$ cat config.mk
export PLATFORM = sky130hd
export DESIGN_NAME = lm_sm_sequencer_flat
export DESIGN_NICKNAME = d
export VERILOG_FILES = /design/src/rtl/lm_sm_pkg.sv /design/src/rtl/lm_sm_sequencer_if.sv /design/src/rtl/lm_sm_sequencer_pri_enc8.sv /design/src/rtl/lm_sm_sequencer.sv /design/src/flat_wrapper.sv
export SDC_FILE = /design/constraint.sdc
export NUM_CORES = 1
export LEC_CHECK = 0
export CAP_MARGIN = 20
export CORE_UTILIZATION = 30
export DETAILED_ROUTE_END_ITERATION = 12
export GPL_TIMING_DRIVEN = 0
export HOLD_SLACK_MARGIN = 0.05
export PLACE_DENSITY_LB_ADDON = 0.25
export REMOVE_ABC_BUFFERS = 1
export SLEW_MARGIN = 15
export SYNTH_ARGS = -nofsm -noshare
export SYNTH_HDL_FRONTEND = slang
export SYNTH_SLANG_ARGS = --single-unit
$ cat constraint.sdc
create_clock -name clk -period 2 [get_ports clk]
set_input_delay 0.2 -clock clk [delete_from_list [all_inputs] [get_ports clk]]
set_output_delay 0.2 -clock clk [all_outputs]
set_load 0.01 [all_outputs]
$ cat src/rtl/lm_sm_pkg.sv
// rtl/lm_sm_pkg.sv - shared widths and state encoding for the LM/SM sequencer
package lm_sm_pkg;

    localparam int ADDR_W = 16;
    localparam int MASK_W = 8;
    localparam int SEL_W  = 3;

    typedef enum logic [1:0] {
        ST_IDLE = 2'd0,
        ST_XFER = 2'd1,
        ST_DONE = 2'd2
    } state_e;

endpackage

$ cat src/rtl/lm_sm_sequencer_if.sv
// rtl/lm_sm_sequencer_if.sv - control and memory-side signal bundle of the LM/SM sequencer
interface lm_sm_sequencer_if
    import lm_sm_pkg::*;
#(
    parameter int A_W = ADDR_W,
    parameter int M_W = MASK_W,
    parameter int S_W = SEL_W
);
    logic           start;
    logic           is_store;
    logic [M_W-1:0] mask;
    logic [A_W-1:0] base_addr;
    logic           mem_ready;
    logic [S_W-1:0] reg_sel;
    logic [A_W-1:0] mem_addr;
    logic           xfer_valid;
    logic           mem_we;
    logic           rf_we;
    logic           busy;
    logic           done;
    logic [3:0]     xfer_count;

    // master: control FSM + memory side; slave: the sequencer
    modport master (
        output start, is_store, mask, base_addr, mem_ready,
        input  reg_sel, mem_addr, xfer_valid, mem_we, rf_we, busy, done, xfer_count
    );

    modport slave (
        input  start, is_store, mask, base_addr, mem_ready,
        output reg_sel, mem_addr, xfer_valid, mem_we, rf_we, busy, done, xfer_count
    );
endinterface

$ cat src/rtl/lm_sm_sequencer_pri_enc8.sv
// rtl/lm_sm_sequencer_pri_enc8.sv - lowest-set-bit encoder, 8 bits to 3-bit index plus any flag
module pri_enc8 (
    input  logic [7:0] in,
    output logic [2:0] idx,
    output logic       any
);

    // scan downward so the lowest set bit is the last one written
    always_comb begin
        idx = 3'd0;
        any = |in;
        for (int i = 7; i >= 0; i--) begin
            if (in[i]) begin
                idx = i[2:0];
            end
        end
    end

endmodule

$ cat src/rtl/lm_sm_sequencer.sv
// rtl/lm_sm_sequencer.sv - walks an LM/SM register mask, one register index and address per transfer
module lm_sm_sequencer
    import lm_sm_pkg::*;
#(
    parameter int A_W = ADDR_W,
    parameter int M_W = MASK_W,
    parameter int S_W = SEL_W
) (
    input  logic                 clk,
    input  logic                 reset,
    lm_sm_sequencer_if.slave     bus
);

    state_e         state_q, state_d;
    logic [M_W-1:0] pend_q, pend_d;
    logic [A_W-1:0] addr_q, addr_d;
    logic           store_q, store_d;
    logic [3:0]     count_q, count_d;

    logic [S_W-1:0] sel;
    logic           any;
    logic           last;
    logic [M_W-1:0] sel_bit;

    logic [S_W-1:0] reg_sel;
    logic [A_W-1:0] mem_addr;
    logic           xfer_valid;
    logic           mem_we;
    logic           rf_we;
    logic           busy;
    logic           done;

    pri_enc8 u_enc (
        .in  (pend_q),
        .idx (sel),
        .any (any)
    );

    // x & (x-1) drops the lowest set bit; zero means this transfer is the final one
    assign last    = ~|(pend_q & (pend_q - M_W'(1)));
    assign sel_bit = M_W'(1) << sel;

    always_ff @(posedge clk) begin
        if (reset) begin
            state_q <= ST_IDLE;
            pend_q  <= '0;
            addr_q  <= '0;
            store_q <= 1'b0;
            count_q <= 4'd0;
        end else begin
            state_q <= state_d;
            pend_q  <= pend_d;
            addr_q  <= addr_d;
            store_q <= store_d;
            count_q <= count_d;
        end
    end

    always_comb begin
        state_d    = state_q;
        pend_d     = pend_q;
        addr_d     = addr_q;
        store_d    = store_q;
        count_d    = count_q;
        reg_sel    = '0;
        mem_addr   = '0;
        xfer_valid = 1'b0;
        mem_we     = 1'b0;
        rf_we      = 1'b0;
        busy       = 1'b0;
        done       = 1'b0;

        case (state_q)
            ST_IDLE: begin
                if (bus.start) begin
                    pend_d  = bus.mask;
                    addr_d  = bus.base_addr;
                    store_d = bus.is_store;
                    count_d = 4'd0;
                    state_d = (|bus.mask) ? ST_XFER : ST_DONE;
                end
            end
            ST_XFER: begin
                busy       = 1'b1;
                xfer_valid = any;
                reg_sel    = sel;
                mem_addr   = addr_q;
                mem_we     = any & store_q;
                rf_we      = any & bus.mem_ready & ~store_q;
                // a stall simply leaves every register untouched
                if (bus.mem_ready) begin
                    pend_d  = pend_q & ~sel_bit;
                    addr_d  = addr_q + A_W'(1);
                    count_d = count_q + 4'd1;
                    if (last) begin
                        state_d = ST_DONE;
                    end
                end
            end
            ST_DONE: begin
                busy    = 1'b1;
                done    = 1'b1;
                state_d = ST_IDLE;
            end
            default: begin
                state_d = ST_IDLE;
            end
        endcase
    end

    assign bus.reg_sel    = reg_sel;
    assign bus.mem_addr   = mem_addr;
    assign bus.xfer_valid = xfer_valid;
    assign bus.mem_we     = mem_we;
    assign bus.rf_we      = rf_we;
    assign bus.busy       = busy;
    assign bus.done       = done;
    assign bus.xfer_count = count_q;

endmodule

$ cat src/flat_wrapper.sv
// flat-port wrapper written by rule: the top's interface ports become plain ports
module lm_sm_sequencer_flat import lm_sm_pkg::*;
#(
    parameter int A_W = ADDR_W,
    parameter int M_W = MASK_W,
    parameter int S_W = SEL_W
)
  (clk, reset, bus_start, bus_is_store, bus_mask, bus_base_addr, bus_mem_ready, bus_reg_sel, bus_mem_addr, bus_xfer_valid, bus_mem_we, bus_rf_we, bus_busy, bus_done, bus_xfer_count);
  lm_sm_sequencer_if #(.A_W(A_W), .M_W(M_W), .S_W(S_W)) bus_i ();
  input  logic clk;
  input  logic reset;
  input wire logic [$bits(bus_i.start)-1:0] bus_start;
  input wire logic [$bits(bus_i.is_store)-1:0] bus_is_store;
  input wire logic [$bits(bus_i.mask)-1:0] bus_mask;
  input wire logic [$bits(bus_i.base_addr)-1:0] bus_base_addr;
  input wire logic [$bits(bus_i.mem_ready)-1:0] bus_mem_ready;
  output wire logic [$bits(bus_i.reg_sel)-1:0] bus_reg_sel;
  output wire logic [$bits(bus_i.mem_addr)-1:0] bus_mem_addr;
  output wire logic [$bits(bus_i.xfer_valid)-1:0] bus_xfer_valid;
  output wire logic [$bits(bus_i.mem_we)-1:0] bus_mem_we;
  output wire logic [$bits(bus_i.rf_we)-1:0] bus_rf_we;
  output wire logic [$bits(bus_i.busy)-1:0] bus_busy;
  output wire logic [$bits(bus_i.done)-1:0] bus_done;
  output wire logic [$bits(bus_i.xfer_count)-1:0] bus_xfer_count;
  assign bus_i.start = bus_start;
  assign bus_i.is_store = bus_is_store;
  assign bus_i.mask = bus_mask;
  assign bus_i.base_addr = bus_base_addr;
  assign bus_i.mem_ready = bus_mem_ready;
  assign bus_reg_sel = bus_i.reg_sel;
  assign bus_mem_addr = bus_i.mem_addr;
  assign bus_xfer_valid = bus_i.xfer_valid;
  assign bus_mem_we = bus_i.mem_we;
  assign bus_rf_we = bus_i.rf_we;
  assign bus_busy = bus_i.busy;
  assign bus_done = bus_i.done;
  assign bus_xfer_count = bus_i.xfer_count;
  lm_sm_sequencer #(.A_W(A_W), .M_W(M_W), .S_W(S_W)) u_core (.clk(clk), .reset(reset), .bus(bus_i));
endmodule
# After elaboration in Yosys (flattened, before gate mapping)
# Cells that the tools add are included.
# totals
out_inout_bits,28
wordCells,59
regBits,31
# op_classes
bitwise_logic,7
mux,29
n_reduce_logical,9
n_addsub,3
shift,1
n_eq_ne,5
# ops
cell,count
16-bit two-way mux,3
16-bit case mux with 2 select lines,1
3-bit two-way mux,9
8-bit OR reduction,3
16-bit by 1-bit adder with 16-bit output (second input constant),1
8-bit bitwise AND,2
8-bit two-way mux,2
8-bit case mux with 2 select lines,1
2-bit two-way mux,4
4-bit two-way mux,2
8-bit NOT,1
4-bit case mux with 2 select lines,1
1-bit by 3-bit << shifter with 8-bit output (first input constant),1
8-bit by 1-bit subtractor with 8-bit output (second input constant),1
2-bit inequality test (second input constant),3
3-bit AND reduction,2
1-bit two-way mux,5
4-bit by 1-bit adder with 4-bit output (second input constant),1
2-bit case mux with 2 select lines,1
1-bit bitwise AND,3
2-bit by 1-bit equality test with 1-bit output (second input constant),1
2-bit equality test (second input constant),1
2-bit zero test,1
2-bit AND reduction,1
3 further kinds,3

# Longest topological paths before layout
# Gate-level depths: netlist of the first run.
# depth
ltp_word,13
ltp_mapped,10

# Modules after synthesis
# From an unflattened synthesis of the first run, not the netlist that was laid out.
# unflattened
hier_cells,268
area_unflattened_um2,2100.8
# by_module_without_submodules
module,area_per_inst_um2,instances,cells_per_inst,seq_area_each_um2
lm_sm_sequencer,2019.4,1,255,620.6
pri_enc8,81.3,1,13,0.0

# Worst setup path before layout of the first run
# Ideal clock, no wire load.
# synth_path
path_kind,register to register
startpoint,reg u_core.state_q[0]
endpoint,reg u_core.addr_q[15]
setup_time_ns,0.119
arrival_ns,1.539
t_required_ns,1.881
slack_ns,0.342
path_stages_with_launch,9
path_buffers,1
cell_sequence,dfxtp_1 > inv_1 > ha_1 > nand2b_1 > and3_1 > clkbuf_1 > o31ai_4 > a21oi_1 > nor3_2
# synth_between
elab_chain_len,3
word_cells_on_any_way,7
cone_classes,3 x eq/ne; 1 x mux; 3 x reduce/logical
# synth_lines
element,line,text
"start, declared",lm_sm_sequencer.sv:14,"state_e state_q, state_d;"
"start signal, assigned",lm_sm_sequencer.sv:51,state_q <= state_d;
2-bit by 1-bit equality test with 1-bit output or 2-bit zero test (tied branches),lm_sm_sequencer.sv:73,case (state_q)
2-bit inequality test (no source line) or 2-bit nonzero test (tied branches),n/a,
3-bit AND reduction (no source line),n/a,
"end signal, assigned",lm_sm_sequencer.sv:53,addr_q <= addr_d;
"end, declared",lm_sm_sequencer.sv:16,"logic [A_W-1:0] addr_q, addr_d;"
# Parallel ways exist; a longest one is shown, timed or not.
# A chain may end at the register's enable or synchronous reset.

# Final worst setup path of the first run
# layout_path
startpoint,reg u_core.state_q[1]
endpoint,out bus_mem_addr[13]
# layout_between
elab_chain_len,2
# layout_lines
element,line,text
2-bit by 1-bit equality test with 1-bit output,lm_sm_sequencer.sv:73,
16-bit two-way mux,lm_sm_sequencer.sv:73,
"end, declared",flat_wrapper.sv:18,output wire logic [$bits(bus_i.mem_addr)-1:0] bus_mem_addr;
# Every way passes these cells.

==> results.ini, run 1 <==
[pwr]
power.leakage_uw=0.00135
total_power_uw=3820
ir_drop_mv=0.401
cellPowerDensity_mw_per_mm2=1310

[sta]
timing.fmax_mhz=520
min_period_ns=1.92
finalClockSkew_ns=0.00371
slew_violations=0
fin_crit_sh_pct=96.2
final-hold-violation-count=0
grt_setup_unrepaired=false
slew_headroom_pct=54.4
worst_pin_slew_ns=0.684
setup_viol=0

[cells_and_area]
fillCellCount=624
drive_above_1_share_pct=14.7
final_cells=397
antenna_cells=0
synthToLayoutAreaGrowth_pct=45.1
final_nets=353

[synth]
ys_types=64
syn_inst=263
syn_area_per_cell_um2=7.66
yosys-top-cells-area=dfxtp_1 (31%), nor2_1 (6.1%), a21oi_1 (4.7%)
seq_area_frac_synth_pct=30.8
syn_area_mm2=0.00201
synth_top_flop_cell=dfxtp_1
netlist.top_cell.by_area=dfxtp_1
yosysTopAreaCellShare_pct=30.8
synth-seq-cells=31
synth_edf_count=0
ys_warn_count=0
synth-async-reset-ratio_pct=0

[setup_path]
setup.worst_path.start=u_core.state_q[1]
cp.required_ns=1.80
r2r_setup_slack_ns=0.16
end_kind=output pin
path_max_fanout=13
r2r_cells=7
critPathKind=reg2out
startpoint_type=flip-flop
rr_endpoint=u_core.pend_q[5]
arrival_ns=1.72
crit_end=bus_mem_addr[13]
r2r-start=u_core.state_q[0]

[worst_hold_path]
hold_class=in2reg

[global_route]
grt_use_total_pct=17.6
grt_max_degree=38
grt_pass1_vias=2046
grt_first_pass_wirelength_mm=9.88
gr-total-overflow=0
antenna_found_initial=0

[cts]
htreeDepth=2
holdBufCountCts=0
clock-root-buffer=clkbuf_8
clockBufferDepth=2
path_clk_slew_ns=0.07
cts_made_buffers=5
cts_sinks=31
clk_latency_ns=0.29
tritoncts=done

[flow_run]
cap_violations=0

[drt]
drc_errors=6
firstDrtPassIters=8
wl_per_cell_um=14.6
ant_nets=0
vias=2140
drt_iter0_drc=162
viasPerCell=5.39
wl_mm=5.80

[floorplan]
top_level_ports=57
die_h_um=83.9
start_util_pct=31.4
die-area_mm2=0.00705
core_mm2=0.00642
die_w_um=83.9
row_count=29

[status]
status=finished, violations left
violations=DRC

[placed_design]
gp_congestion=0.881
dp_hpwl_mm=3.90
place_inst=381
port_buffers=56

-- layout make-up --
cell class	instances	area (um2)	area share, %
well taps	77	96.3	3.30
repair buffers	65	719	24.6
flip-flops and latches	31	629	21.5
inverters	10	50.0	1.71
clock inverters	1	5.00	0.171
multi-input cells	206	1350	46.1
clock buffers	7	76.3	2.61
-- worst min path at each step --
| stage | from | end | slack (ns) | cells after the start |
|---|---|---|---|---|
| 2_1_floorplan | reset | u_core.addr_q[2] | 0.27 | 1 |
| 3_3_place_gp | u_core.store_q | u_core.store_q | 0.47 | 2 |
| 3_5_place_dp | u_core.store_q | u_core.store_q | 0.48 | 2 |
| 4_1_cts | reset | u_core.addr_q[5] | 0.44 | 2 |
| 5_1_grt | reset | u_core.addr_q[4] | 0.47 | 2 |
| 6_report | reset | u_core.pend_q[0] | 0.43 | 2 |
-- critical path, cell delays in order, from the launching register on --
cell and delay (ns):
dfxtp_1 0.33, inv_2 0.08, ha_4 0.16, buf_12 0.15, and2_1 0.18, clkdlybuf4s50_1 0.54
-- registers in the layout, indices dropped and copies added, names as in the netlist --
register               cells
u_core.bus.xfer_count      4
u_core.state_q             2
u_core.addr_q             16
u_core.pend_q              8
u_core.store_q             1
-- cell families after synthesis --
logic type                 after synthesis  synth area share, %
AOI/OAI and AO/OA                       73                 25.2
xor gates and xnor gates                 3                 1.30
adders and majority gates                7                 4.16
buffers and inverters                   26                 5.84
DFF                                     31                 30.8
muxes                                    2                0.994
and+or+nand+nor                        121                 31.7
-- cells in the final DEF, fill, tap and decap left out, types with 8 or more instances in the layout --
cell type / n
nor2_1: 31
dlymetal6s2s_1: 19
and2_1: 11
nor3_1: 10
dfxtp_1: 24
a21oi_1: 19
inv_1: 8
clkdlybuf4s50_1: 35
o21ai_0: 15
nand2_1: 22
-- stage by stage --
stage | util [%] | worst slack, ns | cell area (um2) | hold slack [ns] | TNS (ns)
final | 45.5 | 0.0758 | 2920 | 0.435 | 0
after global routing | 45.5 | 0.0146 | 2920 | 0.472 | 0
after detailed placement | 40.5 | -0.627 | 2600 | 0.477 | -11.31
after global placement | 40.3 | -1.19 | 2590 | 0.470 | -34.76
after floorplan | - | -0.296 | 1930 | 0.269 | -0.817
after CTS | 43.7 | -0.122 | 2810 | 0.440 | -1.17
-- where the power goes --
part	total [uW]	leakage, uW	internal [uW]	switching, uW
combinational	2270	0.00105	1040	1230
sequential	1050	0.000257	816	237
clock	495	0.0000422	244	251
-- synthesized netlist by cell type (all sizes together), types with 4 or more instances --
| master | n |
|---|---|
| and3 | 6 |
| nor2 | 35 |
| clkbuf | 7 |
| a31oi | 6 |
| nand2 | 22 |
| a22oi | 4 |
| nand4 | 4 |
| buf | 9 |
| o21ai | 15 |
| nand3 | 8 |
| a21oi | 19 |
| nor3 | 11 |
| dfxtp | 31 |
| inv | 10 |
| and2 | 12 |
| nand2b | 6 |
| ha | 5 |
-- routing by layer --
layer / track usage, % / part of all wire, %
met1: 24.9 / 49
met2: 25.6 / 43
met3: 3.56 / 4.9
met4: 7.68 / 2.5
met5: 0 / 0
-- repair_timing --
action	4_1_cts	5_1_grt
buffers inserted	7	1
endpoints found under the setup margin	52	42
pin swaps	3	3
resized for setup	16	33
(Power assumes the default switching activity.)
==> run 2, diff against run 1 <==
--- a/config.mk
+++ b/config.mk
@@ -12,7 +12,7 @@
 export HOLD_SLACK_MARGIN = 0.05
 export PLACE_DENSITY_LB_ADDON = 0.25
 export REMOVE_ABC_BUFFERS = 1
-export SLEW_MARGIN = 15
+export SLEW_MARGIN = 20
 export SYNTH_ARGS = -nofsm -noshare
 export SYNTH_HDL_FRONTEND = slang
 export SYNTH_SLANG_ARGS = --single-unit
==> results.ini, run 2 (synthesis results as in run 1) <==
[status]
status=finished, violations left
violations=DRC

[drt]
wl_mm=5.93
drt_iter0_drc=147
wl_per_cell_um=15.1
viasPerCell=5.41
vias=2130
firstDrtPassIters=8
ant_nets=0
drc_errors=6

[pwr]
power_frac_clock_pct=14.6
p_sw_share_pct=44.8
pwr-share-seq_pct=27.7
cellPowerDensity_mw_per_mm2=1330
power_switching_uw=1710
p_int_uw=2100
power.leakage_uw=0.00111
combPwrFrac_pct=57.7
total_power_uw=3810
ir_drop_mv=0.456

[global_route]
antenna_found_initial=0
gr-total-overflow=0
grt_use_total_pct=17.6
grt_max_degree=38
grt_first_pass_wirelength_mm=9.93
grt_pass1_vias=1997

[floorplan]
die_h_um=83.9
core_mm2=0.00642
die-area_mm2=0.00705
top_level_ports=57
start_util_pct=31.4
die_w_um=83.9
row_count=29

[cells_and_area]
final_cell_mix=clkdlybuf4s50_1 (48), nor2_1 (32), dfxtp_1 (25)
drive_above_1_share_pct=13.9
final_nets=350
final_common_cell=clkdlybuf4s50_1
largest_reg_flops=16
antenna_cells=0
final_cells=394
largest_register=u_core.addr_q
synthToLayoutAreaGrowth_pct=42.4

[sta]
slew_headroom_pct=51.1
final-hold-violation-count=0
finalClockSkew_ns=0.00520
worst_pin_slew_ns=0.733
tns_ns=0
min_period_ns=1.92
timing.fmax_mhz=520
setup_viol=0
fin_crit_sh_pct=96.1
hold_slack_ns=0.466
slew_violations=0
layout_setup_ws_ns=0.0784

[cts]
cts_sinks=31
holdBufCountCts=0
tritoncts=done
clock-root-buffer=clkbuf_8
cts_made_buffers=5
path_clk_slew_ns=0.07
htreeDepth=2
clk_latency_ns=0.28
clockBufferDepth=2

[setup_path]
slowest_delay_ns=0.54
startpoint_type=flip-flop
crit_slowest_cell=clkdlybuf4s50_1
critPathKind=reg2out
r2r_setup_slack_ns=0.15
r2r-start=u_core.state_q[0]
arrival_ns=1.72
path_max_fanout=18
r2r_cells=6
rr_endpoint=u_core.addr_q[10]
crit_chain=inv_2 > ha_4 > buf_12 > and2_1 > clkdlybuf4s50_1
crit_buf_inv=3
end_kind=output pin
cp_top_family=buffers and inverters
cp.required_ns=1.80

[placed_design]
place_inst=380
place_ws_ns=-0.646
port_buffers=56
dp_hpwl_mm=3.81
gp_congestion=0.881

[worst_hold_path]
worstHoldStart=reset
holdPathStages=2
hold_path_end=u_core.pend_q[1]
hold_class=in2reg

[flow_run]
cap_violations=0

run 2: changes by cell type in the layout (fill, tap and decap cells not counted), moves of 2 or more:
cell	change
buf_12	-2
buf_4	-2
clkbuf_8	+2
clkdlybuf4s50_1	+13
dlymetal6s2s_1	-13
run 2: metrics by stage:
step	cell area (um2)	utilization (%)
floorplan	1930	-
global placement	2590	40.3
detailed placement	2590	40.3
CTS	2820	43.9
global route	2870	44.7
finish	2870	44.7
run 2: cell type report:
cell class	instances	area, um2
clock buffers	8	100
fillers	649	3550
inverters	10	42.5
multi-input cells	206	1360
flip-flops and latches	31	628
well taps	77	96.3
repair buffers	62	643
run 2: power groups by stage:
| stage | clock network, uW | registers (uW) | logic [uW] |
|---|---|---|---|
| after CTS | 570 | 1050 | 2120 |
| final | 556 | 1060 | 2200 |
| after floorplan | 0 | 984 | 1200 |
| after global routing | 600 | 1080 | 2430 |
| after detailed placement | 0 | 1040 | 1810 |
| after global placement | 0 | 1030 | 1790 |
run 2: how the worst max path moves through the flow:
stage	startpoint	slack, ns	cells after the start	end
after floorplan	u_core.state_q[1]	-0.30	7	u_core.addr_q[5]
after global placement	u_core.state_q[1]	-1.19	6	bus_rf_we
after detailed placement	u_core.state_q[1]	-0.65	6	bus_rf_we
after CTS	u_core.state_q[1]	-0.11	6	bus_rf_we
after global routing	u_core.state_q[1]	-0.001	5	bus_xfer_valid
final	u_core.state_q[1]	0.08	5	bus_mem_addr[1]
run 2: metal layers:
metal,global-route usage [%],share of wire (%),up-vias
met3,2.57,5.6,9
met5,0,0,-
li1,-,-,1066
met1,24.8,48,991
met2,26.9,45,64
met4,7.21,1.7,0
run 2: repair_timing:
action / 4_1_cts / 5_1_grt
cloned: 0 / 0
setup endpoints to repair: 52 / 45
buffers inserted: 6 / 0
resized for setup: 15 / 17
pin swaps: 1 / 3
